[src/rtl/sound_timing_pkg.sv]
// Shared definitions for the sound-path sample timing sequencer: FSM state encoding
// and the minimum-period helper that keeps every DAC slot inside the frame.
package sound_timing_pkg;

    typedef enum logic [1:0] {
        ST_IDLE  = 2'd0,
        ST_RUN   = 2'd1,
        ST_DRAIN = 2'd2
    } seq_state_t;

    // Shortest period whose frame still contains the last slot's final cycle.
    function automatic int min_period(input int win_start, input int num_ch, input int slot_len);
        return win_start + num_ch * slot_len - 1;
    endfunction

endpackage

[src/rtl/sample_slot_decoder.sv]
// Decodes the frame count into NUM_CH consecutive, non-overlapping DAC slots:
// active-low chip select across each window and a load strobe on its first cycle.
module sample_slot_decoder #(
    parameter int CNT_W     = 11,
    parameter int NUM_CH    = 2,
    parameter int WIN_START = 1070,
    parameter int SLOT_LEN  = 32
) (
    input  logic [CNT_W-1:0]  count,
    input  logic              running,
    output logic [NUM_CH-1:0] dac_cs,
    output logic [NUM_CH-1:0] dac_load
);

    for (genvar k = 0; k < NUM_CH; k++) begin : g_slot
        localparam logic [CNT_W-1:0] SLOT_LO = CNT_W'(WIN_START + k * SLOT_LEN);
        localparam logic [CNT_W-1:0] SLOT_HI = CNT_W'(WIN_START + (k + 1) * SLOT_LEN - 1);

        assign dac_cs[k]   = ~(running && (count >= SLOT_LO) && (count <= SLOT_HI));
        assign dac_load[k] = running && (count == SLOT_LO);
    end

endmodule

[src/rtl/sample_timing_sequencer.sv]
// Programmable sample-rate frame generator: frame counter with shadowed period,
// run/drain FSM, sample request/ack handshake with underrun flag, and DAC slot timing.
module sample_timing_sequencer
    import sound_timing_pkg::*;
#(
    parameter int CNT_W          = 11,
    parameter int NUM_CH         = 2,
    parameter int WIN_START      = 1070,
    parameter int SLOT_LEN       = 32,
    parameter int DEFAULT_PERIOD = 1134
) (
    input  logic              clk,
    input  logic              rst,
    input  logic              enable,
    input  logic [CNT_W-1:0]  period_in,
    input  logic              period_wr,
    input  logic              sample_ack,
    output logic              sound_load,
    output logic              sample_req,
    output logic              underrun,
    output logic [NUM_CH-1:0] DAC_cs,
    output logic [NUM_CH-1:0] DAC_load,
    output logic              running
);

    localparam int               MIN_P      = min_period(WIN_START, NUM_CH, SLOT_LEN);
    localparam logic [CNT_W-1:0] MIN_PERIOD = CNT_W'(MIN_P);
    localparam logic [CNT_W-1:0] DEF_PERIOD = CNT_W'(DEFAULT_PERIOD);

    if (NUM_CH < 1 || MIN_P >= (1 << CNT_W) || DEFAULT_PERIOD < MIN_P
        || DEFAULT_PERIOD >= (1 << CNT_W)) begin : g_param_check
        $error("sample_timing_sequencer: slot windows or default period do not fit CNT_W");
    end

    seq_state_t       state_r, state_next;
    logic [CNT_W-1:0] count_r, count_next;
    logic [CNT_W-1:0] period_r, period_next;
    logic [CNT_W-1:0] pending_r, pending_next;
    logic             sample_req_r, sample_req_next;
    logic             wrap_s, running_s, sound_load_s;

    assign wrap_s       = (count_r == period_r);
    assign running_s    = (state_r != ST_IDLE);
    assign sound_load_s = (state_r == ST_RUN) && (count_r == '0);

    // Run/drain FSM; stopping on the wrap edge goes straight to IDLE so no empty drain frame.
    always_comb begin
        state_next = state_r;
        case (state_r)
            ST_IDLE: begin
                if (enable) state_next = ST_RUN;
                else        state_next = ST_IDLE;
            end
            ST_RUN, ST_DRAIN: begin
                if (enable)      state_next = ST_RUN;
                else if (wrap_s) state_next = ST_IDLE;
                else             state_next = ST_DRAIN;
            end
            default: state_next = ST_IDLE;
        endcase
    end

    // Counter, period shadow and request handshake next-state.
    always_comb begin
        count_next      = count_r;
        period_next     = period_r;
        pending_next    = pending_r;
        sample_req_next = sample_req_r;

        if (!running_s || wrap_s) count_next = '0;
        else                      count_next = count_r + CNT_W'(1);

        if (period_wr) pending_next = (period_in < MIN_PERIOD) ? MIN_PERIOD : period_in;
        else           pending_next = pending_r;

        // Active period only changes at the wrap so a frame never sees two lengths.
        if (running_s && wrap_s) period_next = pending_r;
        else                     period_next = period_r;

        if (state_next == ST_IDLE) sample_req_next = 1'b0;
        else if (sound_load_s)     sample_req_next = 1'b1;
        else if (sample_ack)       sample_req_next = 1'b0;
        else                       sample_req_next = sample_req_r;
    end

    // State registers.
    always_ff @(posedge clk or posedge rst) begin
        if (rst) begin
            state_r      <= ST_IDLE;
            count_r      <= '0;
            period_r     <= DEF_PERIOD;
            pending_r    <= DEF_PERIOD;
            sample_req_r <= 1'b0;
        end else begin
            state_r      <= state_next;
            count_r      <= count_next;
            period_r     <= period_next;
            pending_r    <= pending_next;
            sample_req_r <= sample_req_next;
        end
    end

    assign sound_load = sound_load_s;
    assign sample_req = sample_req_r;
    assign underrun   = sound_load_s && sample_req_r;
    assign running    = running_s;

    sample_slot_decoder #(
        .CNT_W     (CNT_W),
        .NUM_CH    (NUM_CH),
        .WIN_START (WIN_START),
        .SLOT_LEN  (SLOT_LEN)
    ) u_slot_decoder (
        .count    (count_r),
        .running  (running_s),
        .dac_cs   (DAC_cs),
        .dac_load (DAC_load)
    );

endmodule
[config.mk]
export PLATFORM = sky130hd
export DESIGN_NAME = sample_timing_sequencer
export DESIGN_NICKNAME = d
export VERILOG_FILES = /design/src/rtl/sound_timing_pkg.sv /design/src/rtl/sample_slot_decoder.sv /design/src/rtl/sample_timing_sequencer.sv
export SDC_FILE = /design/constraint.sdc
export NUM_CORES = 1
export LEC_CHECK = 0
export ABC_AREA = 1
export BUFFER_PORTS_ARGS = -buffer_cell sky130_fd_sc_hd__buf_2
export CORE_AREA = 3 3 80 90
export CTS_BUF_LIST = sky130_fd_sc_hd__clkbuf_16
export DETAILED_ROUTE_END_ITERATION = 7
export DIE_AREA = 0 0 83 93
export HOLD_SLACK_MARGIN = 0.08
export PLACE_DENSITY_LB_ADDON = 0.12
export SLEW_MARGIN = 20
export SYNTH_ARGS = -nofsm -noshare
export SYNTH_HDL_FRONTEND = slang
export SYNTH_HIERARCHICAL = 1
export SYNTH_SLANG_ARGS = --single-unit
[constraint.sdc]
create_clock -name clk -period 1.5 [get_ports clk]
set_input_delay 0.15 -clock clk [delete_from_list [all_inputs] [get_ports clk]]
set_output_delay 0.15 -clock clk [all_outputs]
set_load 0.03 [all_outputs]
==> run summary <==
Status: finished with violations
Violated checks: negative setup slack
Clock skew: 0.004294 ns
Min Hold Slack: 0.1027 ns
NumNets Final: 378
Placed cells: 407
Most common cell after layout, fill and taps aside: nand2_1
Most Frequent Cell on Critical Path: nand2_2
CTS H-tree depth: 2
Hold crit path type: input port to flop
Arr. time, crit path: 1.48 ns
RSZ-0062 raised after global routing: yes
Maximum VDD drop: 0.7978 mV
DRT Wirelength: 5345 um
Synth cell types: 29
Post-Synth XOR/XNOR Area: 4.901%
Synth-to-Final Area Change: 45.16%
Largest net degree at the start of global routing: 37
CP endpoint kind: primary output
Final Setup Violations: 29
Synth Area in Compound Gates: 4.259%
Cell Rows: 31
# IOs: 24
Final std cells w/o fill: 440
Crit path launch type: flop
Crit path cell chain: inv_2 -> nand2_2 -> nor2_4 -> nand2_2 -> nand2_2 -> nand2_2 -> nand2_2 -> nand2_4 -> buf_6
Final worst-path cycle share: 108.9%
Max-cap violations: 0
CP peak stage delay: 0.45 ns
Die area: 7719 sq um
Placer's final routability congestion estimate: 0.7843
Register area: 928.4 sq um
Register area share after synthesis: 42.71%
Most frequent cells in the layout: 69 x nand2_1, 33 x nor2_1, 32 x buf_4
Type of the worst setup path: flop to primary output
Syn Area/Cell: 7.421 sq um
Combinational family with the most area after synthesis: simple AND/OR/NAND/NOR gates
Initial Util: 33.31%
Synthesis-stage register bit count: 36
Fmax: 612.1 MHz
DR DRC count: 0
Gr usage total: 14.66%
Worst Tran Pin Value: 0.4678 ns
Mux share of post-synthesis cell area: 0%
Slowest CP cell: dfrtp_2
Global-route wire length before repair: 9239 um
Die height: 93 um
Core area: 6439 sq um
Skew-Pair Late Insertion Delay: 0.28 ns
First-iteration detailed-routing DRC count: 41
Simple-gate share of the synthesized area: 36.23%
Dpl hpwl: 3751 um
Data required time of the critical path: 1.35 ns
Fin. max-slew vios: 0
Adder-cell area share of the yosys netlist: 2.917%
CTS Root Cell: clkbuf_16
Die X: 83 um
CTS tree: built
Final ANT Viol Nets: 0
Final Hold Vio Count: 0
Clock buffer count from CTS: 5
Initial antenna violation count: 0
Vias per cell: 4.586
Rel. slew slack: 68.81%
CTS Sinks: 36
# port buffers: 23
Layout cells sized above 1: 43.58%
Fillers: 650
Synth warn: 6
Clk slew on worst S/H paths: 0.06 ns
WL/cell: 12.15 um
Clock Tree Buf Depth: 2
CP max FO: 5
Total nets after synthesis: 310
Utilization after layout: 48.35%
Vias in the first global route: 2042
Pwr per Cell Area: 1456 nW/um^2
Dpl ws: -0.06105 ns
Cells after synthesis: 289
# diodes: 0
Leakage: 1.481 nW
Synthesized area: 2145 sq um
Vias: 2018
Multi-input gate area: 1260 sq um
Final worst slack: -0.1338 ns
Final min period: 1.634 ns
DRT Pass-1 Iters: 4
Global route overflow: 0
==> timing repair <==
| item | 4_1_cts | 5_1_grt |
|---|---|---|
| setup endpoints to repair | 17 | 31 |
| hold buffers | 1 | 0 |
| gates cloned | 0 | 2 |
| endpoints found under the hold margin | 24 | 0 |
| buffers inserted | 19 | 6 |
| pin swaps | 15 | 18 |
| resized for setup | 57 | 30 |
==> power by group <==
part / internal [mW] / switching [mW] / leakage (nW) / total [mW]
sequential: 1.25 / 0.200 / 0.429 / 1.45
combinational: 0.971 / 1.14 / 0.982 / 2.11
clock: 0.597 / 0.378 / 0.0701 / 0.975
==> logic make-up (layout without fill, tap and decap cells) <==
family | Yosys count | in the layout
and+or+nand+nor | 176 | 177
xor gates and xnor gates | 12 | 12
buffers and inverters | 45 | 113
DFF | 36 | 36
AOI/OAI and AO/OA | 15 | 15
adders and majority gates | 5 | 5
==> layer usage <==
metal | share of wire, % | vias to the layer above | GRT usage, %
met3 | 3.0 | 9 | 2.643
li1 | - | 1048 | -
met2 | 53 | 30 | 26.47
met4 | 1.7 | 0 | 5.041
met1 | 43 | 931 | 17.50
met5 | 0 | - | 0
==> final cells by class <==
class	instances	area share, %
clock buffers	5	4.019
clock inverters	3	0.3617
inverters	38	4.823
multi-input cells	209	40.47
flip-flops and latches	36	29.82
well taps	82	3.296
repair buffers	67	17.20
==> through the flow <==
stage / setup TNS, ns / power, mW / area (sq um)
2_1_floorplan: -0.002556 / 2.548 / 2208
3_3_place_gp: -0.1407 / 2.928 / 2511
3_5_place_dp: -0.3582 / 2.945 / 2511
4_1_cts: -1.269 / 4.392 / 2987
5_1_grt: -5.540 / 4.865 / 3113
6_report: -1.293 / 4.533 / 3113
==> worst paths after layout <==
path	from	endpoint	slack [ns]	depth (start not counted)
min	period_in[10]	pending_r[7]	0.10	3
min reg2reg	pending_r[1]	pending_r[1]	0.47	2
min in group asynchronous	rst	pending_r[7]	0.52	4
max reg2reg	count_r[9]	period_r[0]	-0.07	10
max	count_r[9]	DAC_cs[1]	-0.13	9
max in group asynchronous	rst	count_r[2]	0.62	4
==> synthesized netlist by cell type <==
library cell	number	share of area, %
o31ai_1	1	0.35
nand3_2	2	0.93
a21oi_1	7	1.6
buf_4	2	0.70
dfrtp_1	24	28
a31oi_1	1	0.29
clkbuf_1	2	0.35
nand4_1	16	4.7
nor2_2	4	1.2
buf_6	2	1.1
xor2_1	6	2.5
buf_2	1	0.23
xnor2_1	6	2.5
nor2_1	38	6.7
inv_2	3	0.53
or2_2	1	0.29
o21ai_0	2	0.47
nand3_1	17	4.0
a31o_2	2	0.82
ha_1	5	2.9
and2_1	1	0.29
nor3_1	8	1.9
o21a_1	2	0.70
clkinv_1	1	0.17
nor2b_4	1	0.64
inv_1	34	6.0
nand2_1	87	15
nor2_4	1	0.53
dfstp_2	12	15
==> worst max-delay path, delay by kind of cell, from the launching register on <==
kind / cells / cell delay (ns)
buffers and inverters: 2 / 0.21
and+or+nand+nor: 7 / 0.55
DFF: 1 / 0.45
==> state kept, by name, indices dropped and copies added (netlist names) <==
name	cells
count_r	11
period_r	11
pending_r	11
state_r	2
sample_req	1
Note: power is estimated with default switching activity, not from simulation.
